### config.mk
export PLATFORM = sky130hd
export DESIGN_NAME = mem_burst_scheduler_flat
export DESIGN_NICKNAME = d
export VERILOG_FILES = /design/src/rtl/mem_burst_scheduler_pkg.sv /design/src/rtl/mem_burst_scheduler_if.sv /design/src/rtl/mem_sched_rr_pick.sv /design/src/rtl/mem_burst_scheduler.sv /design/src/flat_wrapper.sv
export SDC_FILE = /design/constraint.sdc
export NUM_CORES = 1
export LEC_CHECK = 0
export CORE_MARGIN = 3
export CORE_UTILIZATION = 32
export DETAILED_ROUTE_END_ITERATION = 7
export PLACE_DENSITY = 0.84
export RECOVER_POWER = 100
export SLEW_MARGIN = 0
export SYNTH_ARGS = -nofsm -noshare
export SYNTH_HDL_FRONTEND = slang
export SYNTH_SLANG_ARGS = --single-unit
### constraint.sdc
create_clock -name clk -period 4.8 [get_ports clk]
set_clock_uncertainty 0.05 [all_clocks]
set_input_delay 0.72 -clock clk [delete_from_list [all_inputs] [get_ports clk]]
set_output_delay 0.72 -clock clk [all_outputs]
set_load 0.05 [all_outputs]
### src/rtl/mem_burst_scheduler_pkg.sv
// Shared types and constants for the memory burst scheduler.
// Request beats, FSM state encoding, and the burst-length helper.
package mem_burst_scheduler_pkg;

  localparam int NUM_OF_CORES             = 4;
  localparam int MEM_SCHED_TIMEOUT_CYCLES = 256;

  typedef struct packed {
    logic        vld;
    logic [2:0]  core_id;
    logic [7:0]  access_length;
    logic [31:0] addr;
  } request_t;

  typedef enum logic [0:0] {
    MS_IDLE  = 1'b0,
    MS_BURST = 1'b1
  } mem_sched_state_t;

  // A zero-length request still moves one beat.
  function automatic logic [7:0] eff_len(input logic [7:0] len);
    return (len == 8'd0) ? 8'd1 : len;
  endfunction

endpackage

### src/rtl/mem_burst_scheduler_if.sv
// Core/memory side bundle of the burst scheduler.
// master = scheduler view, slave = cores + memory view.
interface mem_burst_scheduler_if;
  import mem_burst_scheduler_pkg::*;

  request_t [NUM_OF_CORES-1:0] core_req;
  logic     [NUM_OF_CORES-1:0] core_ready;
  request_t                    mem_req;
  logic                        mem_ready;
  request_t                    mem_rsp;
  logic     [1:0]              grant_id;
  logic                        busy;
  logic     [1:0]              err_flags;

  modport master (
    input  core_req, mem_ready, mem_rsp,
    output core_ready, mem_req, grant_id, busy, err_flags
  );

  modport slave (
    output core_req, mem_ready, mem_rsp,
    input  core_ready, mem_req, grant_id, busy, err_flags
  );

endinterface

### src/rtl/mem_sched_rr_pick.sv
// Combinational round-robin picker: first eligible index at or after rr_ptr.
// No state, no latency.
module mem_sched_rr_pick (
  input  logic [3:0] eligible,
  input  logic [1:0] rr_ptr,
  output logic       found,
  output logic [1:0] idx
);

  always_comb begin
    logic [1:0] cand;
    cand  = '0;
    found = 1'b0;
    idx   = rr_ptr;
    for (int k = 0; k < 4; k++) begin
      cand = rr_ptr + 2'(k);
      if (!found && eligible[cand]) begin
        found = 1'b1;
        idx   = cand;
      end
    end
  end

endmodule

### src/rtl/mem_burst_scheduler.sv
// Round-robin burst scheduler: one core owns the memory port per burst, with per-core credit limit.
// MEM_SCHED_TIMEOUT_EN adds a 256-cycle mem_ready stall abort (err_flags[1]).
module mem_burst_scheduler
  import mem_burst_scheduler_pkg::*;
#(
  parameter int MAX_OUTSTANDING = 4
) (
  input  logic                  clk,
  input  logic                  reset,
  mem_burst_scheduler_if.master bus
);

  localparam logic [0:0] S_IDLE  = 1'(MS_IDLE);
  localparam logic [0:0] S_BURST = 1'(MS_BURST);
  localparam logic [3:0] MAX_OUT = 4'(MAX_OUTSTANDING);

  logic [0:0] r_state;
  logic [1:0] r_rr_ptr;
  logic [1:0] r_grant_id;
  logic [7:0] r_beat_cnt;
  logic [3:0] r_outstanding [NUM_OF_CORES];
  logic       r_err_underflow;

  request_t                  w_gnt_req;
  logic                      w_busy;
  logic                      w_last_beat;
  logic                      w_done;
  logic                      w_timeout;
  logic                      w_err_timeout;
  logic [NUM_OF_CORES-1:0]   w_eligible;
  logic                      w_found;
  logic [1:0]                w_pick;
  logic [NUM_OF_CORES-1:0]   w_inc;
  logic [NUM_OF_CORES-1:0]   w_dec;
  logic                      w_underflow;
  logic [NUM_OF_CORES-1:0]   w_core_ready;
  logic                      w_unused_rsp;

  assign w_gnt_req   = bus.core_req[r_grant_id];
  assign w_busy      = (r_state == S_BURST);
  assign w_last_beat = w_gnt_req.vld && bus.mem_ready &&
                       (r_beat_cnt == eff_len(w_gnt_req.access_length) - 8'd1);
  assign w_done      = w_busy && w_last_beat;
  assign w_unused_rsp = ^{bus.mem_rsp.access_length, bus.mem_rsp.addr};

  always_comb begin
    for (int i = 0; i < NUM_OF_CORES; i++) begin
      w_eligible[i] = bus.core_req[i].vld && (r_outstanding[i] < MAX_OUT);
    end
  end

  mem_sched_rr_pick u_rr_pick (
    .eligible (w_eligible),
    .rr_ptr   (r_rr_ptr),
    .found    (w_found),
    .idx      (w_pick)
  );

`ifdef MEM_SCHED_TIMEOUT_EN
  logic [8:0] r_stall;
  logic       r_err_timeout;

  // The 256th consecutive stalled cycle is the one that aborts.
  assign w_timeout = w_busy && w_gnt_req.vld && !bus.mem_ready &&
                     (r_stall == 9'(MEM_SCHED_TIMEOUT_CYCLES - 1));
  assign w_err_timeout = r_err_timeout;

  always_ff @(posedge clk or negedge reset) begin
    if (!reset) begin
      r_stall       <= '0;
      r_err_timeout <= 1'b0;
    end else begin
      if (w_busy && !bus.mem_ready && !w_timeout) r_stall <= r_stall + 9'd1;
      else                                         r_stall <= '0;
      if (w_timeout) r_err_timeout <= 1'b1;
    end
  end
`else
  assign w_timeout     = 1'b0;
  assign w_err_timeout = 1'b0;
`endif

  always_ff @(posedge clk or negedge reset) begin
    if (!reset) begin
      r_state    <= S_IDLE;
      r_rr_ptr   <= '0;
      r_grant_id <= '0;
      r_beat_cnt <= '0;
    end else begin
      case (r_state)
        S_IDLE: begin
          if (w_found) begin
            r_state    <= S_BURST;
            r_grant_id <= w_pick;
            r_beat_cnt <= '0;
          end
        end
        S_BURST: begin
          if (!w_gnt_req.vld || w_timeout) begin
            r_state <= S_IDLE;
          end else if (bus.mem_ready) begin
            if (w_last_beat) begin
              r_state  <= S_IDLE;
              r_rr_ptr <= r_grant_id + 2'd1;
            end else begin
              r_beat_cnt <= r_beat_cnt + 8'd1;
            end
          end
        end
        default: r_state <= S_IDLE;
      endcase
    end
  end

  // A simultaneous completion and response on one core cancel out.
  always_comb begin
    w_underflow = 1'b0;
    for (int i = 0; i < NUM_OF_CORES; i++) begin
      w_inc[i]    = w_done && (r_grant_id == 2'(i));
      w_dec[i]    = bus.mem_rsp.vld && (bus.mem_rsp.core_id == 3'(i));
      w_underflow = w_underflow |
                    (w_dec[i] && !w_inc[i] && (r_outstanding[i] == 4'd0));
    end
  end

  always_ff @(posedge clk or negedge reset) begin
    if (!reset) begin
      for (int i = 0; i < NUM_OF_CORES; i++) r_outstanding[i] <= '0;
      r_err_underflow <= 1'b0;
    end else begin
      for (int i = 0; i < NUM_OF_CORES; i++) begin
        if (w_inc[i] && !w_dec[i])
          r_outstanding[i] <= r_outstanding[i] + 4'd1;
        else if (w_dec[i] && !w_inc[i] && (r_outstanding[i] != 4'd0))
          r_outstanding[i] <= r_outstanding[i] - 4'd1;
      end
      if (w_underflow) r_err_underflow <= 1'b1;
    end
  end

  always_comb begin
    w_core_ready = '0;
    if (w_done) w_core_ready[r_grant_id] = 1'b1;
  end

  assign bus.core_ready = w_core_ready;
  assign bus.mem_req    = w_busy ? w_gnt_req : '0;
  assign bus.grant_id   = w_busy ? r_grant_id : 2'd0;
  assign bus.busy       = w_busy;
  assign bus.err_flags  = {w_err_timeout, r_err_underflow};

endmodule

### src/flat_wrapper.sv
// flat-port wrapper written by rule: the top's interface ports become plain ports
module mem_burst_scheduler_flat import mem_burst_scheduler_pkg::*;
#(
  parameter int MAX_OUTSTANDING = 4
)
  (clk, reset, bus_core_req, bus_mem_ready, bus_mem_rsp, bus_core_ready, bus_mem_req, bus_grant_id, bus_busy, bus_err_flags);
  mem_burst_scheduler_if bus_i ();
  input  logic clk;
  input  logic reset;
  input wire logic [$bits(bus_i.core_req)-1:0] bus_core_req;
  input wire logic [$bits(bus_i.mem_ready)-1:0] bus_mem_ready;
  input wire logic [$bits(bus_i.mem_rsp)-1:0] bus_mem_rsp;
  output wire logic [$bits(bus_i.core_ready)-1:0] bus_core_ready;
  output wire logic [$bits(bus_i.mem_req)-1:0] bus_mem_req;
  output wire logic [$bits(bus_i.grant_id)-1:0] bus_grant_id;
  output wire logic [$bits(bus_i.busy)-1:0] bus_busy;
  output wire logic [$bits(bus_i.err_flags)-1:0] bus_err_flags;
  assign bus_i.core_req = bus_core_req;
  assign bus_i.mem_ready = bus_mem_ready;
  assign bus_i.mem_rsp = bus_mem_rsp;
  assign bus_core_ready = bus_i.core_ready;
  assign bus_mem_req = bus_i.mem_req;
  assign bus_grant_id = bus_i.grant_id;
  assign bus_busy = bus_i.busy;
  assign bus_err_flags = bus_i.err_flags;
  mem_burst_scheduler #(.MAX_OUTSTANDING(MAX_OUTSTANDING)) u_core (.clk(clk), .reset(reset), .bus(bus_i));
endmodule
==> qor.yml <==
outcome:
  status: "finished, final reports clean"
placed_design:
  dpl.cell_count: 752
  port_buffers: 234
  gp_congestion: 0.890
  hpwl_um: 12800
pwr:
  comb_power_share: 0.759
  sw_frac_of_total: 0.500
  cellInternalPower_mw: 1.87
  p_sw_mw: 1.88
  power_density_nw_per_um2: 549
  clkPwrFrac: 0.113
  p_leak_nw: 2.95
  pwr-share-seq: 0.129
  max-vdd-ir-drop_v: 0.000372
grt:
  gr-total-overflow: 0
  grt_pass1_vias: 4498
  track_usage: 0.219
  grt_pass1_wl_um: 22700
  antenna_found_initial: 1
  grt_max_degree: 57
sta:
  whs_ns: 0.424
  setup_viol_count_final: 0
  hold_violations: 0
  max-slew-margin-rel: 0.291
  drv_slew: 0
  worst_slew_pin_slew_ns: 1.06
  period_minus_slack_ns: 4.63
  clock.fmax_mhz: 216
  fin_crit_sh: 0.965
final_layout:
  nFillCells: 877
  multi_input_area_um2: 2950
  area_growth_pct: 81.8
  seqCellArea_um2: 756
  layoutNonFillerInstCount: 765
  fin_nets: 864
  drive_above_1_share: 0.192
  final_cell_mix: "clkdlybuf4s50_1, and2_1, dlygate4sd3_1"
  final_common_cell: "clkdlybuf4s50_1"
route:
  routed-wl-met2_um: 8550
  wl_met1_um: 5210
  ant_nets: 0
  first_iter_violations: 205
  num_vias: 4090
  top_layer_used: "met4"
  routedWlPerCell_um: 19.6
  drc: 0
  via_per_inst: 5.35
  firstDrtPassIters: 5
  wl_met3_um: 872
  wl_um: 15000
worst_setup_path:
  end_kind: "output pin"
  worstSetupStartpointType: "input port"
  crit_arrival_ns: 3.86
  crit_required_ns: 4.03
  path_class: "input port to output pin"
  timing.rr.end: "u_core.r_outstanding[3]"
  worstReg2RegStart: "u_core.r_grant_id[0]"
  cp_max_fo: 6
  r2r_slack_ns: 0.25
  startpoint: "bus_core_req[165]"
  endpoint: "bus_core_ready[3]"
  reg2regPathDepth: 18
floorplan:
  fp-row-count: 38
  die_area_um2: 13100
  start_util: 0.336
  die_x_um: 114
  ios: 276
  design.core.area_um2: 11200
  die_h_um: 114
clock_tree:
  cts_sinks: 30
  cts_tree: "built"
  clk_pin_slew_ns: 0.05
  cts_buffers: 5
  cts_root_buf: "clkbuf_16"
  cts_hold_buf: 0
  htreeDepth: 2
  clk_path_buf_depth: 2
  clock_latency_ns: 0.28
logic_synthesis:
  yosys_register_bits: 30
  syn_inst: 364
  synth_edf_count: 0
  synth_area_leaders: "mux4_2, dfrtp_1, and2_1"
  synth_top_cell_by_area: "mux4_2"
  synth-seq-area-share: 0.200
  ys_warn_count: 0
  synth_top_area_frac: 0.264
  netlist_area_um2: 3750
  synth_ff_type: "dfrtp_1"
  synth_cell_type_count: 52
  synthArstFlopShare: 1.00
  synth_nets: 605
  syn_avg_cell_area_um2: 10.3
run:
  maxCapViolations: 0
hold_path:
  hold_class: "flip-flop to flip-flop"
[flip-flops by register name, indices dropped and copies added (netlist names)]
name	count
u_core.r_err_underflow	1
u_core.r_outstanding	16
u_core.r_grant_id	2
u_core.r_rr_ptr	2
u_core.r_beat_cnt	8
u_core.bus.busy	1
[what timing repair did]
action,CTS,global route
resized for setup,0,28
buffers inserted,0,4
endpoints found under the setup margin,0,2
[power groups by stage]
| stage | clock, mW | sequential (mW) | combinational, mW |
|---|---|---|---|
| final | 0.422 | 0.482 | 2.84 |
| after detailed placement | 0 | 0.487 | 2.91 |
| after floorplan | 0 | 0.444 | 1.96 |
| after CTS | 0.424 | 0.485 | 2.92 |
| after global routing | 0.438 | 0.500 | 3.02 |
| after global placement | 0 | 0.475 | 2.84 |
[cells by family after synthesis]
group | synth area share
buf+inv | 0.0300
fa+ha+maj | 0.0680
compound gates | 0.0906
mux | 0.340
simple gates | 0.222
other cells | 0.000999
flops | 0.200
xor+xnor | 0.0490
[through the flow]
stage                      util  power, mW  setup TNS (ns)  cell area [um^2]  worst slack, ns
after floorplan               -       2.40         -0.0121              3820          -0.0121
after global placement    0.586       3.31               0              6550           0.0101
after detailed placement  0.586       3.40          -0.298              6550           -0.133
after CTS                 0.604       3.83               0              6750            0.113
after global routing      0.611       3.96        -0.00568              6830         -0.00568
final                     0.611       3.75               0              6830            0.167
[cell type report]
type | count | area share
clock buffers | 6 | 0.0203
repair buffers | 273 | 0.399
flip-flops and latches | 30 | 0.111
diodes | 1 | 0.000367
multi-input cells | 308 | 0.432
well taps | 140 | 0.0257
inverters | 5 | 0.00275
clock inverters | 2 | 0.00880
[worst max-delay path: stages]
cell and delay, ns:
clkdlybuf4s50_1 0.40, mux4_2 0.52, nor3_4 0.22, a21oi_2 0.09, ha_1 0.31, xor2_1 0.14
and3_1 0.18, nand3_2 0.08, a2111o_1 0.36, buf_6 0.15, buf_6 0.12, nor3_4 0.20
buf_4 0.21, buf_12 0.14
[cell usage after synthesis (2+ instances only)]
master / count
nand4_1: 5
a22o_1: 5
ha_1: 14
a21boi_0: 2
o21ai_0: 7
dfrtp_1: 30
mux2i_1: 16
xnor2_1: 13
nor3_1: 8
buf_4: 2
o2bb2ai_1: 2
buf_1: 7
o211ai_1: 2
nand2_1: 37
nor2_1: 27
xor2_1: 8
a41o_1: 2
and2_1: 54
inv_1: 5
clkbuf_1: 11
and3_1: 3
nand2b_1: 2
fa_1: 4
a21o_1: 8
mux2_2: 9
mux4_2: 44
nor3_4: 2
a21oi_1: 5
nand3_1: 5
a31oi_1: 2
mux2_1: 2
[metal layers]
| layer | track usage | up-vias |
|---|---|---|
| met1 | 0.243 | 2010 |
| li1 | - | 1881 |
| met4 | 0.0721 | 0 |
| met2 | 0.421 | 173 |
| met3 | 0.0354 | 26 |
| met5 | 0 | - |
[how the worst min path moves through the flow]
stage / start / end / depth (start not counted)
2_1_floorplan: reset / u_core.bus.busy / 0
3_3_place_gp: u_core.r_outstanding[15] / u_core.r_outstanding[15] / 1
3_5_place_dp: u_core.r_outstanding[15] / u_core.r_outstanding[15] / 1
4_1_cts: u_core.r_outstanding[15] / u_core.r_outstanding[15] / 1
5_1_grt: u_core.r_outstanding[15] / u_core.r_outstanding[15] / 1
6_report: u_core.r_outstanding[15] / u_core.r_outstanding[15] / 1
Note: power is estimated with default switching activity, not from simulation.
